### src/rtl/num_conv_ctrl.sv
// Button-driven binary-to-BCD converter: synchronised key edges start an iterative
// double-dabble (one add-3 or shift phase per clock) and latch a 3-digit result.
module num_conv_ctrl #(
    parameter int WIDTH     = 8,
    parameter int OVF_LIMIT = 99
) (
    input  logic             clk,
    input  logic             rst_n,
    input  logic             KEY1,
    input  logic             KEY0,
    input  logic [WIDTH-1:0] switches,
    output logic [11:0]      bcd_out,
    output logic             overflow,
    output logic             busy,
    output logic             done,
    output logic             valid
);

    localparam logic [WIDTH-1:0] OVF_L = WIDTH'(OVF_LIMIT);

    typedef enum logic [2:0] {IDLE, LOAD, ADJ, SHIFT, DONE} state_t;

    state_t           state;
    logic             k1_s1, k1_s2, k0_s1, k0_s2;
    logic             conv_req, clr_req;
    logic [WIDTH-1:0] bin_sh;
    logic [WIDTH-1:0] op;
    logic [11:0]      bcd_sh;
    logic [3:0]       cnt;

    // Each BCD digit of 5 or more gets +3 so the following shift carries into the next digit.
    function automatic logic [11:0] add3_digits(input logic [11:0] v);
        logic [11:0] r;
        r = v;
        for (int i = 0; i < 3; i++) begin
            if (v[4*i +: 4] >= 4'd5)
                r[4*i +: 4] = v[4*i +: 4] + 4'd3;
        end
        return r;
    endfunction

    // Keys idle high; registered press-edge detect yields one pulse per press.
    always_ff @(posedge clk or negedge rst_n) begin
        if (!rst_n) begin
            k1_s1    <= 1'b1;
            k1_s2    <= 1'b1;
            k0_s1    <= 1'b1;
            k0_s2    <= 1'b1;
            conv_req <= 1'b0;
            clr_req  <= 1'b0;
        end else begin
            k1_s1    <= KEY1;
            k1_s2    <= k1_s1;
            k0_s1    <= KEY0;
            k0_s2    <= k0_s1;
            conv_req <= ~k1_s1 & k1_s2;
            clr_req  <= ~k0_s1 & k0_s2;
        end
    end

    always_ff @(posedge clk or negedge rst_n) begin
        if (!rst_n) begin
            state    <= IDLE;
            bin_sh   <= '0;
            op       <= '0;
            bcd_sh   <= '0;
            cnt      <= '0;
            bcd_out  <= '0;
            overflow <= 1'b0;
            valid    <= 1'b0;
            busy     <= 1'b0;
            done     <= 1'b0;
        end else if (clr_req) begin
            state    <= IDLE;
            bcd_out  <= '0;
            overflow <= 1'b0;
            valid    <= 1'b0;
            busy     <= 1'b0;
            done     <= 1'b0;
        end else begin
            case (state)
                IDLE: begin
                    if (conv_req) begin
                        state <= LOAD;
                        busy  <= 1'b1;
                    end
                end
                LOAD: begin
                    bin_sh <= switches;
                    op     <= switches;
                    bcd_sh <= '0;
                    cnt    <= 4'(WIDTH);
                    state  <= ADJ;
                end
                ADJ: begin
                    bcd_sh <= add3_digits(bcd_sh);
                    state  <= SHIFT;
                end
                SHIFT: begin
                    {bcd_sh, bin_sh} <= {bcd_sh[10:0], bin_sh, 1'b0};
                    cnt <= cnt - 4'd1;
                    if (cnt == 4'd1) begin
                        state <= DONE;
                        busy  <= 1'b0;
                        done  <= 1'b1;
                    end else begin
                        state <= ADJ;
                    end
                end
                DONE: begin
                    bcd_out  <= bcd_sh;
                    overflow <= (op > OVF_L);
                    valid    <= 1'b1;
                    done     <= 1'b0;
                    state    <= IDLE;
                end
                default: begin
                    state <= IDLE;
                    busy  <= 1'b0;
                    done  <= 1'b0;
                end
            endcase
        end
    end

endmodule

### config.mk
export PLATFORM = sky130hd
export DESIGN_NAME = num_conv_ctrl
export DESIGN_NICKNAME = d
export VERILOG_FILES = /design/src/rtl/num_conv_ctrl.sv
export SDC_FILE = /design/constraint.sdc
export NUM_CORES = 1
export LEC_CHECK = 0
export ABC_CLOCK_PERIOD_IN_PS = 1500
export BUFFER_PORTS_ARGS = -buffer_cell sky130_fd_sc_hd__buf_2
export CAP_MARGIN = 5
export CORE_ASPECT_RATIO = 1.2
export CORE_MARGIN = 2
export CORE_UTILIZATION = 40
export CTS_CLUSTER_SIZE = 12
export DETAILED_ROUTE_END_ITERATION = 8
export SLEW_MARGIN = 15
export SYNTH_ARGS = -nofsm -noshare
export SYNTH_HDL_FRONTEND = slang
export SYNTH_SLANG_ARGS = --single-unit
### constraint.sdc
create_clock -name clk -period 1.5 [get_ports clk]
set_input_delay 0.15 -clock clk [delete_from_list [all_inputs] [get_ports clk]]
set_output_delay 0.15 -clock clk [all_outputs]
set_load 0.03 [all_outputs]
==> results of run 1 <==
power breakdown:
group | total [mW] | internal [mW] | switching (mW)
logic | 3.17 | 1.66 | 1.51
clock network | 0.842 | 0.335 | 0.507
registers | 2.31 | 1.90 | 0.407
total | 6.32 | 3.89 | 2.43
sequential cells by signal, indices dropped and copies added (netlist names), 3 cells and up:
register and cells:
op 6, cnt 4, bcd_sh 12, bcd_out 12, bin_sh 8, state 3
per-layer routing:
layer	GRT usage	vias up	share of wire	wire length [microns]
met5	0	-	0	0
met4	0.0541	0	0.019	110
met1	0.217	1046	0.45	2660
met3	0.0232	11	0.027	158
met2	0.295	39	0.51	3010
li1	-	1059	-	-
what timing repair did:
item                                    in CTS  in global routing
hold endpoints to repair                    53                  0
resized for setup                           10                 23
hold buffers                                 3                  0
setup buffers                                6                  6
endpoints found under the setup margin      26                 41
pin swaps                                    5                  8
cells in the final DEF, fill, tap and decap left out, types with 4 or more instances in the layout:
cell type	Yosys	final
a21oi_1	22	21
buf_2	2	27
buf_4	3	46
clkbuf_8	0	5
dfrtp_1	51	51
dfstp_2	4	4
ha_1	8	7
inv_1	12	11
mux2_4	0	6
mux2i_1	11	11
nand2_1	45	44
nor2_1	10	7
nor2_4	1	4
nor3_1	7	7
o21ai_0	17	16
o31ai_1	5	4
worst max-delay path: stages, from the launching register on:
cell	delay [ps]
dfrtp_1	420
or3b_4	480
a211oi_4	270
buf_4	180
o31ai_2	50
o31ai_1	90
stage by stage:
step	hold WS (ps)	total power, mW	util
final	46.2	6.32	0.546
after global routing	51.2	6.79	0.546
after CTS	42.2	5.98	0.525
after detailed placement	176	4.95	0.492
after global placement	176	4.89	0.492
after floorplan	-146	3.97	-
cell type report:
cell class              instances  area share
multi-input cells             181       0.367
well taps                      85      0.0302
flip-flops and latches         55       0.392
inverters                      12      0.0128
clock inverters                 3     0.00710
repair buffers                 82       0.172
clock buffers                   5      0.0195
cells by family after synthesis:
kind of cell | count (synthesis)
buffers and inverters | 28
muxes | 18
and+or+nand+nor | 85
adders and majority gates | 8
AOI/OAI and AO/OA | 70
DFF | 55
worst min-delay path by stage:
stage / start / to / cells past startpoint
finish: switches[0] / bin_sh[0] / 2
global route: switches[0] / bin_sh[0] / 2
CTS: switches[0] / bin_sh[0] / 2
detailed placement: rst_n / bcd_out[5] / 2
global placement: rst_n / bcd_out[6] / 2
floorplan: rst_n / bcd_out[0] / 0
==> flow_summary.json, run 1 <==
{
  "drv_cap": 0,
  "critPathCaptureType": "flip-flop",
  "synth_xor_area_frac": 0,
  "grt_pass1_wl_mm": 9.85,
  "crit_path_start": "state[2]",
  "core-area_sq_um": 6450,
  "synth_flop_cell": "dfrtp_1",
  "irDropWorstVdd_v": 0.000780,
  "clk_latency_ps": 310,
  "synthMuxAreaShare": 0.0708,
  "crit_path_max_fanout": 6,
  "grt_max_degree": 56,
  "slew_headroom": 0.716,
  "required_ps": 1720,
  "final_max_slew_viol_count": 0,
  "postRouteAntennaNets": 0,
  "grtUsageTotal": 0.169,
  "ys_ff_latch": 55,
  "synthCells": 264,
  "synth_top_family_by_area": "compound AO/OA/AOI/OAI gates",
  "rsz0062_at_grt": "true",
  "power_density_nw_per_um2": 1790,
  "area_delta_synth_final_pct": 31.9,
  "p_leak_nw": 1.60,
  "synth_most_common_cell": "dfrtp_1",
  "routed_wl_mm": 5.94,
  "synth_compound_area_frac": 0.175,
  "syn-cell-area_sq_um": 2670,
  "critPathKind": "flip-flop to flip-flop",
  "drt_first_pass_iters": 4,
  "synth_top_area_share": 0.478,
  "syn-num-nets": 284,
  "rr_endpoint": "bcd_sh[10]",
  "fin_area_sq_um": 3520,
  "finClkSkew_ps": 8.34,
  "cts_num_sinks": 55,
  "fp.dieW_microns": 78.6,
  "fin_crit_sh": 1.05,
  "rows": 32,
  "clkTransAtPathRegs_ps": 100,
  "hold_violations": 0,
  "cts_made_buffers": 5,
  "antennaDiodeCount": 0,
  "stdcell_count": 423,
  "violations": "setup timing",
  "max_freq_mhz": 636,
  "cts-htree-levels": 2,
  "ff2ff_setup_slack_ps": -70,
  "async_flop_share": 1.00,
  "ys_seq_area_frac": 0.517,
  "fillCellCount": 589,
  "place_inst": 400,
  "drc_errors": 0,
  "dieArea_sq_um": 7350,
  "ys_warn_count": 0,
  "multi_input_area_sq_um": 1290,
  "worst_slew_pin_slew_ps": 421,
  "tns_ps": -301,
  "cts_tree": "built",
  "wl_per_cell_microns": 14.0,
  "place.gp.congestion": 0.830,
  "synth_cell_types": 45,
  "synthTopCellsByArea": "dfrtp_1, nand2_1, a21oi_1",
  "grt_overflow": 0,
  "ff2ff_path_depth": 5,
  "dpl_cell_area_sq_um": 3170,
  "io_pins": 28,
  "grt_pass1_vias": 2107,
  "fin_ws_ps": -71.6,
  "cp-endpoint": "bcd_sh[10]",
  "cts_root_buf": "clkbuf_8",
  "die_height_microns": 93.5,
  "drive_above_1_share": 0.370,
  "setup_violations": 12,
  "synthSimpleGateAreaFrac": 0.149,
  "critPathLaunchType": "flip-flop",
  "drt_iter0_drc": 120,
  "rr_startpoint": "state[2]",
  "hpwl_mm": 4.11,
  "clockBufferDepth": 2,
  "synth_top_area_cell": "dfrtp_1",
  "syn_avg_cell_area_sq_um": 10.1,
  "synth_enable_flop_cells": 0,
  "nets": 357,
  "yosys.area_share.adder": 0.0375,
  "start_util": 0.414,
  "vias": 2155,
  "antenna_found_initial": 0,
  "dp_slack_ps": -143,
  "synth.top_cells.by_count": "dfrtp_1, nand2_1, a21oi_1",
  "portBuffers": 27,
  "hold_class": "input port to flip-flop",
  "routed_via_density": 5.09,
  "regArea_sq_um": 1380,
  "cp_data_arrival_time_ps": 1790,
  "status": "complete, but fails checks",
  "layout_min_cycle_time_ps": 1570
}
(Power assumes the default switching activity.)
==> inputs of run 2 (changes only) <==
--- a/config.mk
+++ b/config.mk
@@ -10,7 +10,7 @@
 export CAP_MARGIN = 5
 export CORE_ASPECT_RATIO = 1.2
 export CORE_MARGIN = 2
-export CORE_UTILIZATION = 40
+export CORE_UTILIZATION = 25
 export CTS_CLUSTER_SIZE = 12
 export DETAILED_ROUTE_END_ITERATION = 8
 export SLEW_MARGIN = 15
==> run 2 against run 1 <==
The run still ends with setup timing left; die area grew 57%; critical path depth shrank 1; final cell count grew 9.5%; setup slack gained 8.0 ps; register-to-register slack is essentially flat; non-clock buffer count shrank 4; clock skew shrank 4.0 ps; largest cell class unchanged; power grew 8.5%; utilization shrank 19 points.
==> flow_summary.json, run 2 (synthesis results as in run 1) <==
{
  "postRouteAntennaNets": 0,
  "dp_slack_ps": -109,
  "cts-htree-levels": 2,
  "place.gp.congestion": 0.861,
  "max_stage_delay_ps": 460,
  "ff2ff_setup_slack_ps": -60,
  "setup_violations": 9,
  "tns_ps": -412,
  "io_pins": 28,
  "fin_area_sq_um": 3680,
  "grtUsageTotal": 0.107,
  "layout_min_cycle_time_ps": 1560,
  "fin_ws_ps": -63.6,
  "slew_headroom": 0.728,
  "critPathCaptureType": "flip-flop",
  "cts_made_buffers": 5,
  "grt_max_degree": 56,
  "routed_via_density": 4.55,
  "p_leak_nw": 1.65,
  "rr_endpoint": "bcd_sh[2]",
  "critPathLaunchType": "flip-flop",
  "power_density_nw_per_um2": 1860,
  "path_depth": 4,
  "dpl_cell_area_sq_um": 3200,
  "max_freq_mhz": 640,
  "irDropWorstVdd_v": 0.000780,
  "cts_tree": "built",
  "worst_path_max_delay_cell": "or3b_4",
  "wl_per_cell_microns": 13.6,
  "antenna_found_initial": 0,
  "finClkSkew_ps": 4.38,
  "dieArea_sq_um": 11500,
  "hpwl_mm": 4.28,
  "layout_common_cells": "dfrtp_1, nand2_1, buf_4",
  "final_max_slew_viol_count": 0,
  "violations": "setup timing",
  "core-area_sq_um": 10500,
  "fin_crit_sh": 1.04,
  "hold_violations": 0,
  "rsz0062_at_grt": "true",
  "clockBufferDepth": 2,
  "cp_data_arrival_time_ps": 1740,
  "routed_wl_mm": 6.32,
  "drive_above_1_share": 0.362,
  "vias": 2107,
  "grt_pass1_wl_mm": 10.1,
  "portBuffers": 27,
  "reg.largest.list": "bcd_out: 12 flops, bcd_sh: 12 flops, bin_sh: 8 flops",
  "crit_chain": "or3b_4 -> a211oi_4 -> nor2_4 -> a22o_1",
  "status": "complete, but fails checks",
  "drt_first_pass_iters": 4,
  "critPathKind": "flip-flop to flip-flop",
  "critical_path.top_delay_family": "simple AND/OR/NAND/NOR gates",
  "drc_errors": 0,
  "start_util": 0.255,
  "clkTransAtPathRegs_ps": 70,
  "nets": 353,
  "die_height_microns": 117,
  "drv_cap": 0,
  "antennaDiodeCount": 0,
  "fp.dieW_microns": 98.3,
  "final_common_cell": "dfrtp_1",
  "path_buf_inv": 0,
  "worst_slew_pin_slew_ps": 408,
  "cts_num_sinks": 55,
  "rows": 41,
  "crit_path_max_fanout": 6,
  "ff2ff_path_depth": 4,
  "grt_overflow": 0,
  "finalPower_mw": 6.86,
  "cp-endpoint": "bcd_sh[2]",
  "area_delta_synth_final_pct": 37.9,
  "fillCellCount": 1064,
  "required_ps": 1680,
  "final_util": 0.352,
  "crit_path_start": "state[0]",
  "hold_class": "input port to flip-flop",
  "cts_root_buf": "clkbuf_16",
  "rr_startpoint": "state[0]",
  "grt_pass1_vias": 2145,
  "drt_iter0_drc": 66,
  "clk_latency_ps": 290
}
run 2: repair_timing:
item,4_1_cts,5_1_grt
endpoints found under the setup margin,31,42
hold buffers,3,0
gates cloned,0,2
pin swaps,3,6
gates resized for setup,6,43
buffers inserted,3,4
hold endpoints to repair,53,0
run 2: how the worst min path moves through the flow:
stage / startpoint / to / slack [ps] / cells past startpoint
floorplan: rst_n / bcd_out[0] / -150 / 0
global placement: rst_n / bcd_out[4] / 170 / 2
detailed placement: rst_n / bcd_out[6] / 170 / 2
CTS: switches[0] / bin_sh[0] / 90 / 2
global route: switches[0] / bin_sh[0] / 80 / 2
finish: switches[0] / bin_sh[0] / 80 / 2
run 2: power by group:
part | total (mW) | internal [mW] | switching, mW
Combinational | 3.24 | 1.70 | 1.54
Sequential | 2.33 | 1.91 | 0.418
Clock | 1.30 | 0.790 | 0.509
Total | 6.86 | 4.40 | 2.47
run 2: area by class of cell:
cell class	instances	area [sq um]	area share
Tap cell	129	161	0.0438
Sequential cell	55	1380	0.375
Timing Repair Buffer	78	623	0.169
Clock buffer	7	133	0.0360
Clock inverter	1	30.0	0.00815
Inverter	12	45.0	0.0122
Multi-Input combinational cell	181	1310	0.355
run 2: per-layer routing:
layer | track usage | part of all wire
met2 | 0.193 | 0.52
met1 | 0.133 | 0.44
met5 | 0 | 0
met4 | 0.0247 | 0.0070
met3 | 0.0238 | 0.030
run 2: stage by stage:
stage | std cells | hold WS, ps
3_5_place_dp | 444 | 174
3_3_place_gp | 444 | 172
6_report | 463 | 77.0
4_1_cts | 458 | 88.1
5_1_grt | 463 | 82.3
2_1_floorplan | 264 | -146
